===== src/rtl/kt_pkg.sv =====
// Shared types, knight direction tables and cell indexing for the knight's-tour solver.
package kt_pkg;

  typedef enum logic [1:0] {IDLE, LOAD, SEARCH, OUT} state_e;

  // Direction d: (dx, dy) as 4-bit signed steps.
  localparam logic signed [3:0] DX [8] = '{-4'sd1, 4'sd1, 4'sd2, 4'sd2, 4'sd1, -4'sd1, -4'sd2, -4'sd2};
  localparam logic signed [3:0] DY [8] = '{4'sd2, 4'sd2, 4'sd1, -4'sd1, -4'sd2, -4'sd2, -4'sd1, 4'sd1};

  function automatic logic [5:0] idx(input logic [2:0] x, input logic [2:0] y, input int unsigned n);
    return 6'((32'(x) * n) + 32'(y));
  endfunction

endpackage


===== src/rtl/kt_move_gen.sv =====
// Combinational knight-move generator: candidate cell and on-board flag for one direction.
module kt_move_gen
  import kt_pkg::*;
#(
  parameter int unsigned N = 5
) (
  input  logic [2:0] x_i,
  input  logic [2:0] y_i,
  input  logic [2:0] dir_i,
  output logic [2:0] cand_x_o,
  output logic [2:0] cand_y_o,
  output logic       in_bound_o
);

  logic signed [3:0] sx;
  logic signed [3:0] sy;

  // Any wrap past +7 lands negative, so the sign bit alone rejects it.
  always_comb begin
    sx         = $signed({1'b0, x_i}) + DX[dir_i];
    sy         = $signed({1'b0, y_i}) + DY[dir_i];
    cand_x_o   = sx[2:0];
    cand_y_o   = sy[2:0];
    in_bound_o = !sx[3] && !sy[3] && ({2'b00, sx[2:0]} < 5'(N)) && ({2'b00, sy[2:0]} < 5'(N));
  end

endmodule


===== src/rtl/kt_tour_solver.sv =====
// Knight's-tour solver: loads a path prefix, completes it by DFS with backtracking, streams the tour.
module kt_tour_solver
  import kt_pkg::*;
#(
  parameter  int unsigned N     = 5,
  localparam int unsigned CELLS = N * N,
  localparam int unsigned MW    = $clog2(CELLS + 1)
) (
  input  logic          clk,
  input  logic          rst_n,
  input  logic          in_valid,
  input  logic [2:0]    in_x,
  input  logic [2:0]    in_y,
  input  logic [MW-1:0] move_num,
  input  logic [2:0]    priority_num,
  output logic          out_valid,
  output logic [2:0]    out_x,
  output logic [2:0]    out_y,
  output logic [MW-1:0] move_out,
  output logic          out_fail
);

  localparam int unsigned   IW      = $clog2(CELLS);
  localparam logic [MW-1:0] FULL    = MW'(CELLS);
  localparam logic [MW-1:0] LAST_M1 = MW'(CELLS - 2);

  state_e        state_q;
  logic [2:0]    px_q    [CELLS];
  logic [2:0]    py_q    [CELLS];
  logic [3:0]    tries_q [CELLS];
  logic [CELLS-1:0] vis_q;
  logic [MW-1:0] k_q, kmin_q, len_q, cnt_q;
  logic [2:0]    prio_q;
  logic          fail_q;
  logic          out_valid_q, out_fail_q;
  logic [2:0]    out_x_q, out_y_q;
  logic [MW-1:0] move_q;

  logic [IW-1:0] k_idx, k_nxt_idx, cur_cell, cand_cell, ld_cell;
  logic [2:0]    dir_c, cand_x, cand_y;
  logic          in_bound, legal_c, tries_full_c;
  logic [MW-1:0] kmin_c;

  kt_move_gen #(.N(N)) u_move_gen (
    .x_i       (px_q[k_idx]),
    .y_i       (py_q[k_idx]),
    .dir_i     (dir_c),
    .cand_x_o  (cand_x),
    .cand_y_o  (cand_y),
    .in_bound_o(in_bound)
  );

  // Candidate evaluation at the current depth.
  always_comb begin
    k_idx        = IW'(k_q);
    k_nxt_idx    = IW'(k_q + MW'(1));
    dir_c        = prio_q + tries_q[k_idx][2:0];
    cur_cell     = IW'(idx(px_q[k_idx], py_q[k_idx], N));
    cand_cell    = IW'(idx(cand_x, cand_y, N));
    ld_cell      = IW'(idx(in_x, in_y, N));
    legal_c      = in_bound && !vis_q[cand_cell];
    tries_full_c = tries_q[k_idx][3];
    kmin_c       = (len_q == '0) ? '0 : len_q - MW'(1);
  end

  always_ff @(posedge clk or negedge rst_n) begin
    if (!rst_n) begin
      state_q     <= IDLE;
      k_q         <= '0;
      kmin_q      <= '0;
      len_q       <= '0;
      cnt_q       <= '0;
      prio_q      <= '0;
      vis_q       <= '0;
      fail_q      <= 1'b0;
      out_valid_q <= 1'b0;
      out_fail_q  <= 1'b0;
      out_x_q     <= '0;
      out_y_q     <= '0;
      move_q      <= '0;
      for (int unsigned i = 0; i < CELLS; i++) begin
        px_q[i]    <= '0;
        py_q[i]    <= '0;
        tries_q[i] <= '0;
      end
    end else begin
      case (state_q)
        IDLE: begin
          if (in_valid) begin
            px_q[0]          <= in_x;
            py_q[0]          <= in_y;
            vis_q[ld_cell]   <= 1'b1;
            len_q            <= move_num;
            prio_q           <= priority_num;
            cnt_q            <= MW'(1);
            state_q          <= LOAD;
          end
        end
        LOAD: begin
          if (in_valid) begin
            if (cnt_q < FULL) begin
              px_q[IW'(cnt_q)] <= in_x;
              py_q[IW'(cnt_q)] <= in_y;
              vis_q[ld_cell]   <= 1'b1;
              cnt_q            <= cnt_q + MW'(1);
            end
          end else if (len_q >= FULL) begin
            // Complete prefix: skip the search and emit the first beat now.
            out_valid_q <= 1'b1;
            out_x_q     <= px_q[0];
            out_y_q     <= py_q[0];
            move_q      <= MW'(1);
            fail_q      <= 1'b0;
            cnt_q       <= MW'(1);
            state_q     <= OUT;
          end else begin
            k_q                 <= kmin_c;
            kmin_q              <= kmin_c;
            tries_q[IW'(kmin_c)] <= '0;
            state_q             <= SEARCH;
          end
        end
        SEARCH: begin
          if (tries_full_c) begin
            if (k_q == kmin_q) begin
              out_valid_q <= 1'b1;
              out_fail_q  <= 1'b1;
              fail_q      <= 1'b1;
              state_q     <= OUT;
            end else begin
              vis_q[cur_cell] <= 1'b0;
              k_q             <= k_q - MW'(1);
            end
          end else begin
            tries_q[k_idx] <= tries_q[k_idx] + 4'd1;
            if (legal_c) begin
              px_q[k_nxt_idx]    <= cand_x;
              py_q[k_nxt_idx]    <= cand_y;
              vis_q[cand_cell]   <= 1'b1;
              tries_q[k_nxt_idx] <= '0;
              k_q                <= k_q + MW'(1);
              if (k_q == LAST_M1) begin
                out_valid_q <= 1'b1;
                out_x_q     <= px_q[0];
                out_y_q     <= py_q[0];
                move_q      <= MW'(1);
                fail_q      <= 1'b0;
                cnt_q       <= MW'(1);
                state_q     <= OUT;
              end
            end
          end
        end
        OUT: begin
          if (!fail_q && (cnt_q < FULL)) begin
            out_x_q <= px_q[IW'(cnt_q)];
            out_y_q <= py_q[IW'(cnt_q)];
            move_q  <= cnt_q + MW'(1);
            cnt_q   <= cnt_q + MW'(1);
          end else begin
            out_valid_q <= 1'b0;
            out_fail_q  <= 1'b0;
            out_x_q     <= '0;
            out_y_q     <= '0;
            move_q      <= '0;
            fail_q      <= 1'b0;
            vis_q       <= '0;
            k_q         <= '0;
            state_q     <= IDLE;
          end
        end
        default: state_q <= IDLE;
      endcase
    end
  end

  assign out_valid = out_valid_q;
  assign out_x     = out_x_q;
  assign out_y     = out_y_q;
  assign move_out  = move_q;
  assign out_fail  = out_fail_q;

endmodule


===== config.mk =====
export PLATFORM = sky130hd
export DESIGN_NAME = kt_tour_solver
export DESIGN_NICKNAME = d
export VERILOG_FILES = /design/src/rtl/kt_pkg.sv /design/src/rtl/kt_move_gen.sv /design/src/rtl/kt_tour_solver.sv
export SDC_FILE = /design/constraint.sdc
export NUM_CORES = 1
export LEC_CHECK = 0
export BUFFER_PORTS_ARGS = -buffer_cell sky130_fd_sc_hd__buf_2
export CAP_MARGIN = 20
export CORE_MARGIN = 1.5
export CORE_UTILIZATION = 40
export DETAILED_ROUTE_END_ITERATION = 12
export GPL_ROUTABILITY_DRIVEN = 0
export GPL_TIMING_DRIVEN = 1
export SYNTH_ARGS = -nofsm -noshare
export SYNTH_HDL_FRONTEND = slang
export SYNTH_SLANG_ARGS = --single-unit
export TNS_END_PERCENT = 5

===== constraint.sdc =====
create_clock -name clk -period 12.1 [get_ports clk]
set_clock_uncertainty 0.1 [all_clocks]
set_input_delay 2.42 -clock clk [delete_from_list [all_inputs] [get_ports clk]]
set_output_delay 2.42 -clock clk [all_outputs]
set_load 0.03 [all_outputs]

==> results_dict.tcl <==
set metrics [dict create \
    synth.avg_cell_area_sq_um 10.7 \
    vias 17500 \
    setup_ws_ps 2030 \
    netlist_area_sq_um 20800 \
    cts.path.max_buffers 3 \
    wl_met2_microns 31400 \
    synth_top_family_by_area "multiplexers" \
    max_cap_viol_count 0 \
    grt_start_max_net_pins 112 \
    drt_iter0_drc 2399 \
    async_flop_share 1.00 \
    cts.sinks 314 \
    hold_class "flip-flop to flip-flop" \
    postCtsSetupBuffers 0 \
    cts_tree "yes" \
    synth_top_cell_by_area "dfrtp_1" \
    yosysSeqAreaShare 0.378 \
    portBuffers 29 \
    cts_hold_buffers 0 \
    top_layer "met5" \
    die_area_sq_um 53300 \
    max_stage_delay_ps 810 \
    setup_viol 0 \
    ant_nets 0 \
    clk_latency_ps 580 \
    yosysTopAreaCellShare 0.378 \
    status "finished clean" \
    wl_met1_microns 28900 \
    required_ps 12440 \
    synthCells 1942 \
    max_freq_ghz 0.0993 \
    syn_nets 2016 \
    yosys_register_bits 314 \
    syn_to_final_growth_pct 9.55 \
    numCtsBuffers 37 \
    post-place-ws_ps 2260 \
    path_clk_slew_ps 60 \
    postRouteWirelength_microns 69500 \
    fin_nets 1978 \
    synth_ff_type "dfrtp_1" \
    via_per_inst 6.68 \
    dieWidth_microns 231 \
    utilization 0.444 \
    rsz0062_at_grt "false" \
    gr-total-overflow 0 \
    slew_headroom 0.219 \
    diodes 0 \
    rows 83 \
    htreeDepth 2 \
    drv_slew 0 \
    yosysWarnings 0 \
    cp_max_fo 29 \
    synthSimpleGateAreaFrac 0.105 \
    grt_first_pass_wirelength_microns 107000 \
    hpwl_microns 47900 \
    antenna_found_initial 1 \
    drtPass1Iterations 7 \
    synth_edf_count 0 \
    synthDistinctLibCells 78 \
    period_share 0.832 \
    start_util 0.405 \
    slowest_stage "or3_1" \
    wl_per_cell_microns 26.6 \
    track_usage 0.260 \
    startpoint_type "flip-flop" \
    wl_met3_microns 6350 \
    critPathKind "flip-flop to flip-flop" \
    synth-compound-area-share 0.207 \
    mostFrequentLayoutCell "dfrtp_1" \
    yosys.area_share.adder 0.0365 \
    post_cts_resized 0 \
    pin_count 30 \
    synthTopCellsByArea "dfrtp_1 (38%), mux4_2 (12%), mux2_2 (7.5%), a22o_1 (4.5%), o22ai_1 (4.5%)" \
    cts-root-buf "clkbuf_16" \
    coreArea_sq_um 51300 \
    first_global_vias 17000 \
    muxShareOfSynthArea 0.222 \
    layout_common_cells "dfrtp_1 (308), nand2_1 (209), o22ai_1 (148), mux2_2 (138)" \
    critPathCaptureType "flip-flop" \
    synth_xor_area_frac 0.0158 \
    finalHoldViolCount 0 \
    worst_pin_slew_ps 1160 \
    finalSetupTns_ps 0 \
    drc 0 \
    die_h_microns 231 \
    worstPathArrival_ps 10410 \
    min_period_ps 10070 \
    drive_above_1_share 0.234 \
]
[final cells by class]
| cell class | instances | area, sq um |
|---|---|---|
| Clock buffer | 52 | 1060 |
| Clock inverter | 14 | 126 |
| Fill cell | 4830 | 28500 |
| Inverter | 36 | 135 |
| Multi-Input combinational cell | 1446 | 12200 |
| Sequential cell | 314 | 7870 |
| Tap cell | 680 | 851 |
| Timing Repair Buffer | 69 | 513 |
[critical path, delay by kind of cell (launching register included)]
family	cells	cell delay, ps
multiplexers	4	1860
buffers and inverters	2	510
flip-flops	1	720
adder cells (fa/ha/maj)	6	2520
AND/OR/NAND/NOR	4	1890
XOR/XNOR	3	670
AO/OA/AOI/OAI	6	1590
[per-stage QoR]
step | instances | area (sq um) | hold WS, ps
global route | 2611 | 22800 | 415
finish | 2611 | 22800 | 380
CTS | 2607 | 22700 | 387
global placement | 2541 | 21500 | 365
floorplan | 1942 | 20800 | 361
detailed placement | 2541 | 21500 | 374
[cells by family after synthesis]
logic type	count (synthesis)
multiplexers	298
flip-flops	314
AND/OR/NAND/NOR	481
AO/OA/AOI/OAI	574
buffers and inverters	182
XOR/XNOR	36
adder cells (fa/ha/maj)	57
[final timing paths]
check / start / to / slack, ps / cells after the start
max reg2reg: k_idx[1] / px_q[4] / 2030 / 25
min: out_x[0] / out_x[0] / 380 / 2
min in group asynchronous: rst_n / py_q[54] / 1820 / 1
max: k_idx[1] / px_q[4] / 2030 / 25
min reg2reg: out_x[0] / out_x[0] / 380 / 2
max in group asynchronous: rst_n / k_idx[0] / 8020 / 4
[synthesized netlist by cell type, types with 10 or more instances]
cell type,n
nand2_1,209
xnor2_1,20
nor2_1,101
nand3_1,41
a41o_1,10
and2_1,11
mux2_4,24
xor2_1,15
nand4_1,17
inv_1,35
o21ai_0,62
nor2b_1,21
a21o_1,10
mux2_2,138
o22ai_1,148
a31oi_1,29
a22oi_1,10
ha_1,51
a22o_1,107
o311ai_0,14
a21oi_1,74
dfrtp_1,314
o31ai_1,13
clkbuf_1,110
o22ai_4,17
o221ai_1,12
mux2i_1,29
nand2b_1,12
o21a_1,10
buf_1,23
nor3_1,33
mux4_2,107
[state kept, by name (all words and copies together) (netlist names)]
signal     count
out_x          3
len_q          5
fail_q         1
out_y          3
kmin_q         5
out_fail       1
out_valid      1
state_q        2
move_out       5
px_q          75
k_idx          5
tries_q      100
cnt_q          5
prio_q         3
py_q          75
vis_q         25
[layer usage]
layer,track usage,vias up
met3,0.0518,189
met1,0.359,8880
met4,0.107,2
met2,0.399,931
met5,0,-
li1,-,7448
Power is not shown: default switching activity piles up to over one toggle a cycle in this logic, so the estimate is an artifact.
